`src/rtl/rpn_pkg.sv`:
```
// Shared RPN datapath constants: default stack geometry and pop_cnt encodings
// used by the stack, the operator decoder and the op controller.
package rpn_pkg;

  localparam int DEFAULT_WIDTH = 16;
  localparam int DEFAULT_DEPTH = 8;

  typedef enum logic [1:0] {
    POP_NONE    = 2'd0,
    POP_UNARY   = 2'd1,
    POP_BINARY  = 2'd2,
    POP_TERNARY = 2'd3
  } pop_cnt_e;

endpackage

```
`src/rtl/rpn_stack_mem.sv`:
```
// Operand stack storage: one synchronous write port plus asynchronous reads at
// sp-1, sp-2, sp-3 (operands) and a peek port for the post-pop top of stack.
module rpn_stack_mem
  import rpn_pkg::*;
#(
  parameter int WIDTH = DEFAULT_WIDTH,
  parameter int DEPTH = DEFAULT_DEPTH,
  parameter int DW    = $clog2(DEPTH + 1),
  parameter int AW    = $clog2(DEPTH)
) (
  input  logic             clk,
  input  logic             we,
  input  logic [AW-1:0]    waddr,
  input  logic [WIDTH-1:0] wdata,
  input  logic [DW-1:0]    sp,
  input  logic [AW-1:0]    peek_idx,
  output logic [WIDTH-1:0] rd1,
  output logic [WIDTH-1:0] rd2,
  output logic [WIDTH-1:0] rd3,
  output logic [WIDTH-1:0] peek_data
);

  logic [WIDTH-1:0] mem [DEPTH];

  always_ff @(posedge clk) begin
    if (we) mem[waddr] <= wdata;
  end

  // Slots below the bottom of the stack read as zero so unused operands are clean.
  always_comb begin
    rd1       = (sp >= DW'(1)) ? mem[AW'(sp - DW'(1))] : '0;
    rd2       = (sp >= DW'(2)) ? mem[AW'(sp - DW'(2))] : '0;
    rd3       = (sp >= DW'(3)) ? mem[AW'(sp - DW'(3))] : '0;
    peek_data = mem[peek_idx];
  end

endmodule

```
`src/rtl/rpn_stack.sv`:
```
// RPN operand stack: push port for parsed numbers/results, 1-3 operand pops to the ALU.
// Optional synchronous clear input enabled by defining RPN_STACK_CLEAR_EN.
module rpn_stack
  import rpn_pkg::*;
#(
  parameter int WIDTH = DEFAULT_WIDTH,
  parameter int DEPTH = DEFAULT_DEPTH,
  localparam int DW   = $clog2(DEPTH + 1),
  localparam int AW   = $clog2(DEPTH)
) (
  input  logic             clk,
  input  logic             rst,
  input  logic             push,
  input  logic [WIDTH-1:0] push_data,
  input  logic [1:0]       pop_cnt,
`ifdef RPN_STACK_CLEAR_EN
  input  logic             clear,
`endif
  output logic [WIDTH-1:0] opa,
  output logic [WIDTH-1:0] opb,
  output logic [WIDTH-1:0] opc,
  output logic             op_valid,
  output logic [WIDTH-1:0] top,
  output logic [DW-1:0]    depth,
  output logic             empty,
  output logic             full,
  output logic             underflow,
  output logic             overflow
);

  logic [DW-1:0]    sp;
  logic [DW-1:0]    n_req, popped, sp_after_pop, sp_next;
  logic             pop_req, pop_ok, pop_bad, push_ok, mem_we, hold_off;
  logic [AW-1:0]    peek_idx;
  logic [WIDTH-1:0] rd1, rd2, rd3, peek_data;
  logic [WIDTH-1:0] opa_nxt, opb_nxt, opc_nxt, top_nxt;

`ifdef RPN_STACK_CLEAR_EN
  assign hold_off = rst | clear;
`else
  assign hold_off = rst;
`endif

  // Pop is resolved first, then the push sees the room the pop freed up.
  always_comb begin
    n_req        = DW'(pop_cnt);
    pop_req      = (pop_cnt != POP_NONE);
    pop_ok       = pop_req && (n_req <= sp);
    pop_bad      = pop_req && !pop_ok;
    popped       = pop_ok ? n_req : '0;
    sp_after_pop = sp - popped;
    push_ok      = push && (sp_after_pop < DW'(DEPTH));
    sp_next      = sp_after_pop + (push_ok ? DW'(1) : DW'(0));
    mem_we       = push_ok && !hold_off;
    peek_idx     = (sp_after_pop != '0) ? AW'(sp_after_pop - DW'(1)) : '0;
    if (push_ok)                top_nxt = push_data;
    else if (sp_after_pop != '0) top_nxt = peek_data;
    else                        top_nxt = '0;
  end

  always_comb begin
    opa_nxt = '0;
    opb_nxt = '0;
    opc_nxt = '0;
    if (pop_ok) begin
      case (pop_cnt)
        POP_UNARY: opc_nxt = rd1;
        POP_BINARY: begin
          opb_nxt = rd2;
          opc_nxt = rd1;
        end
        POP_TERNARY: begin
          opa_nxt = rd3;
          opb_nxt = rd2;
          opc_nxt = rd1;
        end
        default: ;
      endcase
    end
  end

  rpn_stack_mem #(
    .WIDTH(WIDTH),
    .DEPTH(DEPTH),
    .DW   (DW),
    .AW   (AW)
  ) u_mem (
    .clk      (clk),
    .we       (mem_we),
    .waddr    (AW'(sp_after_pop)),
    .wdata    (push_data),
    .sp       (sp),
    .peek_idx (peek_idx),
    .rd1      (rd1),
    .rd2      (rd2),
    .rd3      (rd3),
    .peek_data(peek_data)
  );

  always_ff @(posedge clk) begin
    if (rst) begin
      sp        <= '0;
      opa       <= '0;
      opb       <= '0;
      opc       <= '0;
      op_valid  <= 1'b0;
      top       <= '0;
      depth     <= '0;
      empty     <= 1'b1;
      full      <= 1'b0;
      underflow <= 1'b0;
      overflow  <= 1'b0;
    end
`ifdef RPN_STACK_CLEAR_EN
    else if (clear) begin
      sp        <= '0;
      opa       <= '0;
      opb       <= '0;
      opc       <= '0;
      op_valid  <= 1'b0;
      top       <= '0;
      depth     <= '0;
      empty     <= 1'b1;
      full      <= 1'b0;
      underflow <= 1'b0;
      overflow  <= 1'b0;
    end
`endif
    else begin
      sp        <= sp_next;
      opa       <= opa_nxt;
      opb       <= opb_nxt;
      opc       <= opc_nxt;
      op_valid  <= pop_ok;
      top       <= top_nxt;
      depth     <= sp_next;
      empty     <= (sp_next == '0);
      full      <= (sp_next == DW'(DEPTH));
      underflow <= underflow | pop_bad;
      overflow  <= overflow | (push && !push_ok);
    end
  end

endmodule

```
`config.mk`:
```
export PLATFORM = sky130hd
export DESIGN_NAME = rpn_stack
export DESIGN_NICKNAME = d
export VERILOG_FILES = /design/src/rtl/rpn_pkg.sv /design/src/rtl/rpn_stack_mem.sv /design/src/rtl/rpn_stack.sv
export SDC_FILE = /design/constraint.sdc
export NUM_CORES = 1
export LEC_CHECK = 0
export CORE_ASPECT_RATIO = 0.6
export CORE_UTILIZATION = 30
export DETAILED_ROUTE_END_ITERATION = 8
export GPL_TIMING_DRIVEN = 0
export PLACE_DENSITY = 0.46
export SLEW_MARGIN = 20
export SYNTH_ARGS = -nofsm -noshare
export SYNTH_HDL_FRONTEND = slang
export SYNTH_SLANG_ARGS = --single-unit
```
`constraint.sdc`:
```
create_clock -name clk -period 6.35 [get_ports clk]
set_clock_uncertainty 0.05 [all_clocks]
set_input_delay 0.9525 -clock clk [delete_from_list [all_inputs] [get_ports clk]]
set_output_delay 0.9525 -clock clk [all_outputs]
set_load 0.005 [all_outputs]
```
==> results.py <==
metrics = {
    "outcome": {
        "outcome": "completed",
    },
    "setup_path": {
        "worstSetupStartpointType": "flop",
        "critical_path.endpoint_type": "flop",
        "ws_path_type": "reg -> reg",
        "cp.arrival_ns": 6.14,
        "critPathMaxFanout": 10,
        "required_arrival_time_at_the_worst_endpoint_ns": 6.53,
    },
    "layout": {
        "fillerInstances": 3366,
        "layout.nets": 958,
        "antennaDiodeCount": 0,
        "finalCoreUtilization": 0.378,
        "final_layout_size_suffix_gt1_frac": 0.270,
        "areaGrowthSynthToFinish_pct": 23.1,
    },
    "timing": {
        "worst_pin_slew_ns": 1.13,
        "fmax_ghz": 0.168,
        "fin_hold_ws_ns": 0.428,
        "final_period_minus_worst_setup_slack_ns": 5.96,
        "slew_headroom": 0.249,
        "setup_viol_count_final": 0,
        "final-hold-violation-count": 0,
        "finalCritPeriodShare": 0.938,
        "unrepaired_setup_endpoints_after_global_routing": "no",
        "final_max_slew_viol_count": 0,
    },
    "global_routing": {
        "maximum_number_of_pins_on_one_net_before_global_route_repair": 15,
        "grt_usage": 0.215,
        "grt_first_pass_wirelength_um": 56200,
        "grt_antenna_before_repair": 0,
        "first_global_vias": 7752,
        "grt_remaining_overflow": 0,
    },
    "run": {
        "maxCapViolCount": 0,
    },
    "clock_tree": {
        "clock_pin_slew_reported_for_the_worst_setup_and_hold_paths_after_clock_tree_synthesis_ns": 0.06,
        "cts_max_level": 1,
        "post_cts_sizing": 1,
        "cts_made_buffers": 22,
        "postCtsSetupBuffers": 0,
        "root_buffer": "clkbuf_16",
        "cts_buffer_depth": 3,
        "ctsHoldBuffers": 0,
        "cts_num_sinks": 201,
        "cts_tree": "yes",
        "clk_latency_ns": 0.53,
    },
    "synthesis": {
        "warnings_from_yosys": 0,
        "ys_dominant_reg_cell": "edfxtp_1",
        "synthArstFlopShare": 0,
        "ys_seq_area_frac": 0.489,
        "syn-mean-instance-area_um2": 13.8,
        "synthesis.area_um2": 10800,
        "number_of_flops_mapped_to_enable_cells_by_yosys": 128,
        "synth_cell_types": 53,
        "yosys_register_bits": 201,
        "mappedNetlistNets": 820,
        "synth_cells": 787,
    },
    "pwr": {
        "power_per_cell_area_nw_per_um2": 552,
        "power.static_leakage_nw": 4.68,
        "total_power_mw": 7.37,
        "power.ir.vdd_worst_uv": 277,
    },
    "placement": {
        "gp_congestion": 0.861,
        "port-buffer-count": 93,
        "dp_hpwl_um": 27600,
    },
    "floorplanning": {
        "floorplan.io_pins": 94,
        "fp.dieH_um": 149,
        "dieArea_um2": 36900,
        "core_um2": 35300,
        "std_cell_rows": 53,
        "die_width_um": 247,
        "initial_utilization": 0.307,
    },
    "detailed_routing": {
        "dr_total_vias": 7756,
        "post_drt_via_cell_ratio": 5.51,
        "drt_first_iter_violations": 1027,
        "route.detailed.drc": 0,
        "detailedRoute.firstPassIterationCount": 7,
        "wirelength_um": 38800,
        "post_drt_wl_per_cell_um": 27.5,
        "post_route_ant_nets": 0,
    },
    "worst_hold_path": {
        "worstHoldPathType": "reg -> reg",
    },
}
==> layout by cell type (no fill, tap or decap), types with 2 or more instances in the layout <==
cell type	n
mux2_2	31
nor4_2	2
clkinv_1	2
mux2i_1	81
nor3_2	4
xor2_1	2
ha_1	11
a22oi_1	16
inv_1	7
nand3_1	4
clkbuf_16	23
o21ai_1	7
nor3_1	2
o21ai_0	41
nor2_4	2
nor2b_1	21
a21oi_1	21
clkdlybuf4s50_1	93
a2bb2oi_1	15
buf_2	36
clkbuf_2	2
buf_4	17
xnor2_1	4
nor2_1	75
clkinvlp_4	3
buf_6	6
and2_1	2
o211ai_1	7
buf_1	4
nand2b_1	2
o211ai_2	10
edfxtp_1	128
bufinv_16	2
clkbuf_1	20
dfxtp_1	73
buf_16	2
nand2_1	38
mux4_2	96
==> layout make-up <==
type,count,area [um^2],area share
plain buffers,61,317,0.0237
clock buffers,29,608,0.0456
clock inverters,11,119,0.00891
inverters,7,26.3,0.00197
multi-input cells,518,5260,0.394
flip-flops and latches,201,5310,0.397
well taps,467,584,0.0438
repair buffers,114,1130,0.0844
==> sequential cells by signal, indices dropped and copies added (netlist names) <==
| name | count |
|---|---|
| empty | 1 |
| full | 1 |
| op_valid | 1 |
| opa | 16 |
| opb | 16 |
| opc | 16 |
| overflow | 1 |
| sp | 4 |
| top | 16 |
| u_mem.mem | 128 |
| underflow | 1 |
==> final timing paths <==
check / startpoint / end / slack (ns) / cells after the start
setup / recovery: sp[1] / u_mem.mem[6][5] / 0.39 / 17
hold / removal: underflow / underflow / 0.43 / 2
setup reg to reg: sp[1] / u_mem.mem[6][5] / 0.39 / 17
hold reg to reg: underflow / underflow / 0.43 / 2
==> layer usage <==
layer | up-vias | global-route usage | wire length [um]
met5 | - | 0 | 0
met4 | 0 | 0.0436 | 768
met3 | 48 | 0.0446 | 3260
met2 | 352 | 0.309 | 16600
met1 | 3988 | 0.330 | 18200
li1 | 3368 | - | -
==> cell usage after synthesis (2+ instances only) <==
| master | number | share of area |
|---|---|---|
| clkbuf_1 | 17 | 0.0059 |
| ha_1 | 11 | 0.013 |
| nor3_1 | 6 | 0.0028 |
| o21ai_1 | 7 | 0.0032 |
| buf_4 | 4 | 0.0028 |
| nand2b_1 | 2 | 0.0012 |
| o211ai_1 | 7 | 0.0048 |
| and2_1 | 2 | 0.0012 |
| nand3_1 | 4 | 0.0018 |
| dfxtp_1 | 73 | 0.13 |
| a22oi_1 | 16 | 0.011 |
| xnor2_1 | 4 | 0.0032 |
| buf_6 | 4 | 0.0042 |
| mux2_2 | 31 | 0.032 |
| buf_1 | 5 | 0.0017 |
| nor4_1 | 2 | 0.0012 |
| a2bb2oi_1 | 15 | 0.012 |
| o211ai_2 | 10 | 0.012 |
| edfxtp_1 | 128 | 0.35 |
| mux2i_1 | 81 | 0.075 |
| inv_1 | 7 | 0.0024 |
| nor2b_1 | 21 | 0.012 |
| a21oi_1 | 21 | 0.0097 |
| mux4_2 | 96 | 0.20 |
| nand2_1 | 38 | 0.013 |
| xor2_1 | 2 | 0.0016 |
| o21ai_0 | 41 | 0.019 |
| buf_2 | 31 | 0.014 |
| nor2_1 | 77 | 0.027 |
==> cells by family (layout without fill, tap and decap cells) <==
kind of cell | count (synthesis) | count (layout) | share of synthesized area
muxes | 208 | 208 | 0.306
xor gates and xnor gates | 7 | 7 | 0.00635
and+or+nand+nor | 165 | 165 | 0.0714
DFF | 201 | 201 | 0.489
buffers and inverters | 68 | 222 | 0.0313
AOI/OAI and AO/OA | 126 | 126 | 0.0810
adders and majority gates | 12 | 12 | 0.0145
==> worst max-delay path: stages, from the launching register on <==
cell and delay, ns:
dfxtp_1 0.42, clkbuf_1 0.44, clkbuf_2 0.45, inv_1 0.24, ha_1 0.35, nor2b_1 0.13, o21ai_1 0.11, and2_1 0.20
ha_1 0.21, fa_1 0.53, xor2_1 0.23, buf_2 0.27, buf_2 0.28, buf_2 0.32, nand2_1 0.19, nor3_2 0.72
buf_4 0.33, buf_6 0.17
==> report_power, final <==
group / total [mW] / leakage (nW) / switching [mW] / internal (mW)
Sequential: 1.73 / 1.75 / 0.111 / 1.62
Combinational: 4.32 / 2.58 / 2.53 / 1.79
Clock: 1.32 / 0.345 / 0.555 / 0.760
Total: 7.37 / 4.68 / 3.20 / 4.18
==> per-stage QoR <==
| stage | cell area [um^2] | std cells | setup slack (ns) | TNS, ns |
|---|---|---|---|---|
| detailed placement | 12600 | 1368 | 0.0102 | 0 |
| global placement | 12400 | 1347 | -2.57 | -212.10 |
| CTS | 13300 | 1408 | 0.373 | 0 |
| floorplan | 10800 | 787 | 1.08 | 0 |
| global route | 13300 | 1408 | 0.0439 | 0 |
| finish | 13300 | 1408 | 0.392 | 0 |
(Power assumes the default switching activity.)
